[config.mk]
export PLATFORM = sky130hd
export DESIGN_NAME = if_else_split_gen_flat
export DESIGN_NICKNAME = d
export VERILOG_FILES = /design/src/rtl/if_else_split_gen_pkg.sv /design/src/rtl/if_else_split_gen_if.sv /design/src/rtl/if_else_split_gen_seg_branch_fifo.sv /design/src/rtl/if_else_split_gen.sv /design/src/flat_wrapper.sv
export SDC_FILE = /design/constraint.sdc
export NUM_CORES = 1
export LEC_CHECK = 0
export CAP_MARGIN = 10
export CORE_ASPECT_RATIO = 0.5
export CORE_MARGIN = 3
export CORE_UTILIZATION = 62
export CTS_BUF_LIST = sky130_fd_sc_hd__clkbuf_4
export DETAILED_ROUTE_END_ITERATION = 6
export PLACE_DENSITY = 0.87
export SYNTH_ARGS = -nofsm -noshare
export SYNTH_HDL_FRONTEND = slang
export SYNTH_SLANG_ARGS = --single-unit
[constraint.sdc]
create_clock -name clk -period 6.6 [get_ports clk]
set_clock_uncertainty 0.05 [all_clocks]
set_input_delay 0.99 -clock clk [delete_from_list [all_inputs] [get_ports clk]]
set_output_delay 0.99 -clock clk [all_outputs]
set_load 0.1 [all_outputs]
[src/rtl/if_else_split_gen_pkg.sv]
// rtl/if_else_split_gen_pkg.sv - shared defaults and branch constants for the if/else splitter
package if_else_split_gen_pkg;

  localparam int DATA_W_DEF = 32;
  localparam int DEPTH_DEF  = 4;
  localparam int CNT_W_DEF  = 16;

  localparam logic BR_IF   = 1'b1;
  localparam logic BR_ELSE = 1'b0;

  // A full branch can still take a word when its head leaves on the same edge.
  function automatic logic can_accept(input logic full, input logic pop);
    return !full || pop;
  endfunction

endpackage

[src/rtl/if_else_split_gen_if.sv]
// rtl/if_else_split_gen_if.sv - combined-word input, if/else output channels and counter status
interface if_else_split_gen_if
  import if_else_split_gen_pkg::*;
#(
  parameter int DATA_W = DATA_W_DEF,
  parameter int CNT_W  = CNT_W_DEF
);

  logic              in_valid;
  logic              in_ready;
  logic [DATA_W-1:0] in_data;
  logic              in_cond;

  logic              if_valid;
  logic              if_ready;
  logic [DATA_W-1:0] if_data;

  logic              else_valid;
  logic              else_ready;
  logic [DATA_W-1:0] else_data;

  logic [CNT_W-1:0]  if_count;
  logic [CNT_W-1:0]  else_count;
  logic              clr_counts;

  modport master (
    output in_valid, in_data, in_cond, if_ready, else_ready, clr_counts,
    input  in_ready, if_valid, if_data, else_valid, else_data, if_count, else_count
  );

  modport slave (
    input  in_valid, in_data, in_cond, if_ready, else_ready, clr_counts,
    output in_ready, if_valid, if_data, else_valid, else_data, if_count, else_count
  );

endinterface

[src/rtl/if_else_split_gen_seg_branch_fifo.sv]
// rtl/if_else_split_gen_seg_branch_fifo.sv - per-branch word FIFO with head output, 0 when empty
module seg_branch_fifo #(
  parameter int DATA_W = 32,
  parameter int DEPTH  = 4
) (
  input  logic              clk,
  input  logic              reset,
  input  logic              i_push,
  input  logic [DATA_W-1:0] i_data,
  input  logic              i_pop,
  output logic              o_full,
  output logic              o_empty,
  output logic [DATA_W-1:0] o_head
);

  localparam int AW = $clog2(DEPTH);

  logic [DATA_W-1:0] r_mem [DEPTH];
  logic [AW-1:0]     r_wr_ptr;
  logic [AW-1:0]     r_rd_ptr;
  logic [AW:0]       r_count;
  logic              w_push;
  logic              w_pop;

  assign o_full  = (r_count == (AW+1)'(DEPTH));
  assign o_empty = (r_count == '0);
  assign w_pop   = i_pop & ~o_empty;
  assign w_push  = i_push & (~o_full | w_pop);
  assign o_head  = o_empty ? '0 : r_mem[r_rd_ptr];

  always_ff @(posedge clk) begin
    if (w_push) begin
      r_mem[r_wr_ptr] <= i_data;
    end
  end

  always_ff @(posedge clk or negedge reset) begin
    if (!reset) begin
      r_wr_ptr <= '0;
      r_rd_ptr <= '0;
      r_count  <= '0;
    end else begin
      if (w_push) begin
        r_wr_ptr <= r_wr_ptr + AW'(1);
      end
      if (w_pop) begin
        r_rd_ptr <= r_rd_ptr + AW'(1);
      end
      case ({w_push, w_pop})
        2'b10:   r_count <= r_count + (AW+1)'(1);
        2'b01:   r_count <= r_count - (AW+1)'(1);
        default: r_count <= r_count;
      endcase
    end
  end

endmodule

[src/rtl/if_else_split_gen.sv]
// rtl/if_else_split_gen.sv - steers condition-tagged words into buffered if/else channels
module if_else_split_gen
  import if_else_split_gen_pkg::*;
#(
  parameter int DATA_W = DATA_W_DEF,
  parameter int DEPTH  = DEPTH_DEF,
  parameter int CNT_W  = CNT_W_DEF
) (
  input  logic clk,
  input  logic reset,
  if_else_split_gen_if.slave bus
);

  logic              w_if_full;
  logic              w_if_empty;
  logic              w_if_pop;
  logic              w_if_push;
  logic [DATA_W-1:0] w_if_head;
  logic              w_else_full;
  logic              w_else_empty;
  logic              w_else_pop;
  logic              w_else_push;
  logic [DATA_W-1:0] w_else_head;
  logic              w_accept;
  logic [CNT_W-1:0]  r_if_count;
  logic [CNT_W-1:0]  r_else_count;

  assign w_if_pop   = bus.if_ready & ~w_if_empty;
  assign w_else_pop = bus.else_ready & ~w_else_empty;

  assign bus.in_ready = (bus.in_cond == BR_IF) ? can_accept(w_if_full, w_if_pop)
                                               : can_accept(w_else_full, w_else_pop);

  assign w_accept    = bus.in_valid & bus.in_ready;
  assign w_if_push   = w_accept & (bus.in_cond == BR_IF);
  assign w_else_push = w_accept & (bus.in_cond == BR_ELSE);

  seg_branch_fifo #(.DATA_W(DATA_W), .DEPTH(DEPTH)) u_if_fifo (
    .clk     (clk),
    .reset   (reset),
    .i_push  (w_if_push),
    .i_data  (bus.in_data),
    .i_pop   (w_if_pop),
    .o_full  (w_if_full),
    .o_empty (w_if_empty),
    .o_head  (w_if_head)
  );

  seg_branch_fifo #(.DATA_W(DATA_W), .DEPTH(DEPTH)) u_else_fifo (
    .clk     (clk),
    .reset   (reset),
    .i_push  (w_else_push),
    .i_data  (bus.in_data),
    .i_pop   (w_else_pop),
    .o_full  (w_else_full),
    .o_empty (w_else_empty),
    .o_head  (w_else_head)
  );

  assign bus.if_valid   = ~w_if_empty;
  assign bus.if_data    = w_if_head;
  assign bus.else_valid = ~w_else_empty;
  assign bus.else_data  = w_else_head;

  // Clear wins over a same-cycle accept so software sees a clean zero.
  always_ff @(posedge clk or negedge reset) begin
    if (!reset) begin
      r_if_count   <= '0;
      r_else_count <= '0;
    end else if (bus.clr_counts) begin
      r_if_count   <= '0;
      r_else_count <= '0;
    end else begin
      if (w_if_push) begin
        r_if_count <= r_if_count + CNT_W'(1);
      end
      if (w_else_push) begin
        r_else_count <= r_else_count + CNT_W'(1);
      end
    end
  end

  assign bus.if_count   = r_if_count;
  assign bus.else_count = r_else_count;

endmodule

[src/flat_wrapper.sv]
// flat-port wrapper written by rule: the top's interface ports become plain ports
module if_else_split_gen_flat import if_else_split_gen_pkg::*;
#(
  parameter int DATA_W = DATA_W_DEF,
  parameter int DEPTH  = DEPTH_DEF,
  parameter int CNT_W  = CNT_W_DEF
)
  (clk, reset, bus_in_valid, bus_in_data, bus_in_cond, bus_if_ready, bus_else_ready, bus_clr_counts, bus_in_ready, bus_if_valid, bus_if_data, bus_else_valid, bus_else_data, bus_if_count, bus_else_count);
  if_else_split_gen_if #(.DATA_W(DATA_W), .CNT_W(CNT_W)) bus_i ();
  input  logic clk;
  input  logic reset;
  input wire logic [$bits(bus_i.in_valid)-1:0] bus_in_valid;
  input wire logic [$bits(bus_i.in_data)-1:0] bus_in_data;
  input wire logic [$bits(bus_i.in_cond)-1:0] bus_in_cond;
  input wire logic [$bits(bus_i.if_ready)-1:0] bus_if_ready;
  input wire logic [$bits(bus_i.else_ready)-1:0] bus_else_ready;
  input wire logic [$bits(bus_i.clr_counts)-1:0] bus_clr_counts;
  output wire logic [$bits(bus_i.in_ready)-1:0] bus_in_ready;
  output wire logic [$bits(bus_i.if_valid)-1:0] bus_if_valid;
  output wire logic [$bits(bus_i.if_data)-1:0] bus_if_data;
  output wire logic [$bits(bus_i.else_valid)-1:0] bus_else_valid;
  output wire logic [$bits(bus_i.else_data)-1:0] bus_else_data;
  output wire logic [$bits(bus_i.if_count)-1:0] bus_if_count;
  output wire logic [$bits(bus_i.else_count)-1:0] bus_else_count;
  assign bus_i.in_valid = bus_in_valid;
  assign bus_i.in_data = bus_in_data;
  assign bus_i.in_cond = bus_in_cond;
  assign bus_i.if_ready = bus_if_ready;
  assign bus_i.else_ready = bus_else_ready;
  assign bus_i.clr_counts = bus_clr_counts;
  assign bus_in_ready = bus_i.in_ready;
  assign bus_if_valid = bus_i.if_valid;
  assign bus_if_data = bus_i.if_data;
  assign bus_else_valid = bus_i.else_valid;
  assign bus_else_data = bus_i.else_data;
  assign bus_if_count = bus_i.if_count;
  assign bus_else_count = bus_i.else_count;
  if_else_split_gen #(.DATA_W(DATA_W), .DEPTH(DEPTH), .CNT_W(CNT_W)) u_core (.clk(clk), .reset(reset), .bus(bus_i));
endmodule
==> results.json <==
{
  "maxCapViolations": 0,
  "setup_viol": 0,
  "cp_max_fo": 19,
  "ys_seq_elements": 302,
  "clock-sinks": 302,
  "critPathLaunchType": "flop",
  "grt_pass1_wl_mm": 38.59,
  "grt_max_degree": 47,
  "yosysSeqAreaShare_pct": 73.24,
  "hold_class": "reg -> reg",
  "core_sq_um": 18740,
  "start_util_pct": 64.39,
  "synth_cell_type_count": 37,
  "drtIter0Drc": 471,
  "multi_input_area_sq_um": 3075,
  "core.rowCount": 35,
  "top_layer_used": "met4",
  "wl_mm": 24.38,
  "crit_buf_inv": 2,
  "cts_resized": 0,
  "grt_pass1_vias": 7018,
  "port_buffers": 137,
  "stdcell_count": 1139,
  "wl_per_cell_microns": 21.40,
  "die_area_sq_um": 21280,
  "antenna_left": 0,
  "cts_buffer_depth": 3,
  "clkLatencyLatePin_ns": 0.65,
  "gp_congestion": 0.7858,
  "critPathCaptureType": "output port",
  "cts_tree": "yes",
  "critPathTopFamily": "buffers and inverters",
  "drt-met1-wl_mm": 10.19,
  "cts.clk_slew.worst_paths_ns": 0.06,
  "antennaDiodeCount": 0,
  "htreeDepth": 3,
  "antenna_found_initial": 0,
  "route.detailed.drc": 0,
  "synth_flop_cell": "edfxtp_1",
  "die_w_microns": 203.3,
  "crit_arrival_ns": 3.62,
  "cts_setup_buffers": 0,
  "status": "completed",
  "dr.pass1.iters": 5,
  "synth_edf_count": 256,
  "fmax_mhz": 214.4,
  "wl_met3_mm": 2.027,
  "rsz0062_at_grt": "no",
  "cp_slowest_stage_delay_ns": 0.97,
  "seqCellArea_sq_um": 8843,
  "die_h_microns": 104.7,
  "worst_pin_slew_ns": 1.178,
  "netlist_instances": 652,
  "syn_avg_cell_area_sq_um": 18.51,
  "post-route-period-util_pct": 70.68,
  "grt-ovfl-total": 0,
  "slew_violations": 0,
  "drive_above_1_share_pct": 22.27,
  "design_area_sq_um": 14590,
  "wl_met2_mm": 11.81,
  "postSynthNetCount": 705,
  "worstSetupPathType": "reg -> out",
  "grtUsageTotal_pct": 23.86,
  "yosysWarnings": 0,
  "finalSetupTns_ns": 0,
  "synthToLayoutAreaGrowth_pct": 20.86,
  "nets": 887,
  "cp_slowest_cell": "clkdlybuf4s50_1",
  "placed_cells": 1023,
  "io_pins": 138,
  "vias": 6574,
  "numCtsBuffers": 67,
  "worstPathCellList": "buf_4, mux4_2, and2_1, clkdlybuf4s50_1",
  "crit_required_ns": 5.56,
  "clockRootBuffer": "clkbuf_4",
  "cts-hold-fix-buffers": 0,
  "netlist_area_sq_um": 12070,
  "avgViaCountPerCell": 5.772,
  "slew_headroom_pct": 21.45,
  "hold_viol": 0,
  "utilization_pct": 77.82,
  "n_fill_cell": 1034,
  "place_area_sq_um": 13690,
  "fin_crit_ns": 4.665,
  "ys_async_sr_fraction_pct": 15.23,
  "hpwl_mm": 13.96
}
==> cells by family (layout without fill, tap and decap cells) <==
family,Yosys count,after routing,synth area share [%]
AOI/OAI and AO/OA,31,31,1.400
xor gates and xnor gates,26,26,1.887
adders and majority gates,14,14,1.576
buffers and inverters,43,271,1.410
DFF,302,302,73.24
muxes,70,70,12.48
and+or+nand+nor,166,166,8.004
==> worst paths after layout <==
| kind | slack, ns | cells past startpoint | startpoint | endpoint |
|---|---|---|---|---|
| hold reg to reg | 0.43 | 1 | u_core.u_if_fifo.r_count[2]$_DFFE_PN0P_ | u_core.u_if_fifo.r_count[2]$_DFFE_PN0P_ |
| hold / removal | 0.43 | 1 | u_core.u_if_fifo.r_count[2]$_DFFE_PN0P_ | u_core.u_if_fifo.r_count[2]$_DFFE_PN0P_ |
| setup reg to reg | 3.73 | 8 | u_core.u_if_fifo.r_count[1]$_DFFE_PN0P_ | u_core.u_if_fifo.r_count[2]$_DFFE_PN0P_ |
| max in group asynchronous | 5.29 | 1 | reset | u_core.u_else_fifo.r_rd_ptr[1]$_DFFE_PN0P_ |
| setup / recovery | 1.94 | 4 | u_core.u_else_fifo.r_rd_ptr[0]$_DFFE_PN0P_ | bus_else_data[2] |
| min in group asynchronous | 0.48 | 1 | reset | u_core.u_if_fifo.r_rd_ptr[1]$_DFFE_PN0P_ |
==> cells in the final DEF (no fill, tap or decap), types with 6 or more instances in the layout <==
cell,count
mux4_2,64
nand2_1,15
xor2_1,6
edfxtp_1,256
o21ai_0,9
a21oi_1,14
clkbuf_4,105
nand4_1,6
nor2_1,26
or3_1,10
and2_1,66
ha_1,12
xnor2_1,20
inv_1,14
clkdlybuf4s50_1,136
dfrtp_1,42
nand3_1,7
and2_2,8
==> worst register-to-register path: cells and delay by family, from the launching register on <==
kind	cells	cell delay (ns)
and+or+nand+nor	3	1.39
adders and majority gates	2	0.59
DFF	1	0.41
xor gates and xnor gates	2	0.31
buffers and inverters	1	0.06
==> per-stage QoR <==
step           hold slack [ns]  worst slack (ns)
2_1_floorplan           0.3968             2.756
3_3_place_gp            0.4111             2.295
3_5_place_dp            0.4185             2.261
4_1_cts                 0.4319             1.814
5_1_grt                 0.4521             1.680
6_report                0.4317             1.935
==> area by class of cell <==
class	count	share of cell area, %
Clock buffer	105	5.404
Clock inverter	10	0.6177
Inverter	14	0.3603
Multi-Input combinational cell	307	21.09
Sequential cell	302	60.63
Tap cell	259	2.222
Timing Repair Buffer	142	9.677
==> state kept, by name (all words and copies together) (netlist names) <==
signal,cells
u_core.u_else_fifo.r_mem,128
u_core.u_if_fifo.r_mem,128
u_core.bus.else_count,16
u_core.bus.if_count,16
u_core.u_else_fifo.r_count,3
u_core.u_if_fifo.r_count,3
u_core.u_else_fifo.r_rd_ptr,2
u_core.u_else_fifo.r_wr_ptr,2
u_core.u_if_fifo.r_rd_ptr,2
u_core.u_if_fifo.r_wr_ptr,2
==> Yosys cell counts, types with 6 or more instances <==
cell | count | area [sq um]
edfxtp_1 | 256 | 7687
and2_1 | 74 | 462.9
mux4_2 | 64 | 1441
dfrtp_1 | 46 | 1151
nor2_1 | 26 | 97.59
clkbuf_1 | 22 | 82.58
xnor2_1 | 20 | 175.2
nand2_1 | 15 | 56.30
a21oi_1 | 14 | 70.07
inv_1 | 14 | 52.55
ha_1 | 12 | 150.1
or3_1 | 10 | 62.56
o21ai_0 | 9 | 45.04
buf_2 | 7 | 35.03
nand3_1 | 7 | 35.03
nand4_1 | 6 | 37.54
xor2_1 | 6 | 52.55
==> layer usage <==
| metal | global-route usage, % | vias to the layer above |
|---|---|---|
| met5 | 0 | - |
| met4 | 7.066 | 0 |
| met3 | 8.310 | 33 |
| met2 | 36.97 | 265 |
| met1 | 32.76 | 3363 |
| li1 | - | 2913 |
Power is not shown: default switching activity piles up to over one toggle a cycle in this logic, so the estimate is an artifact.
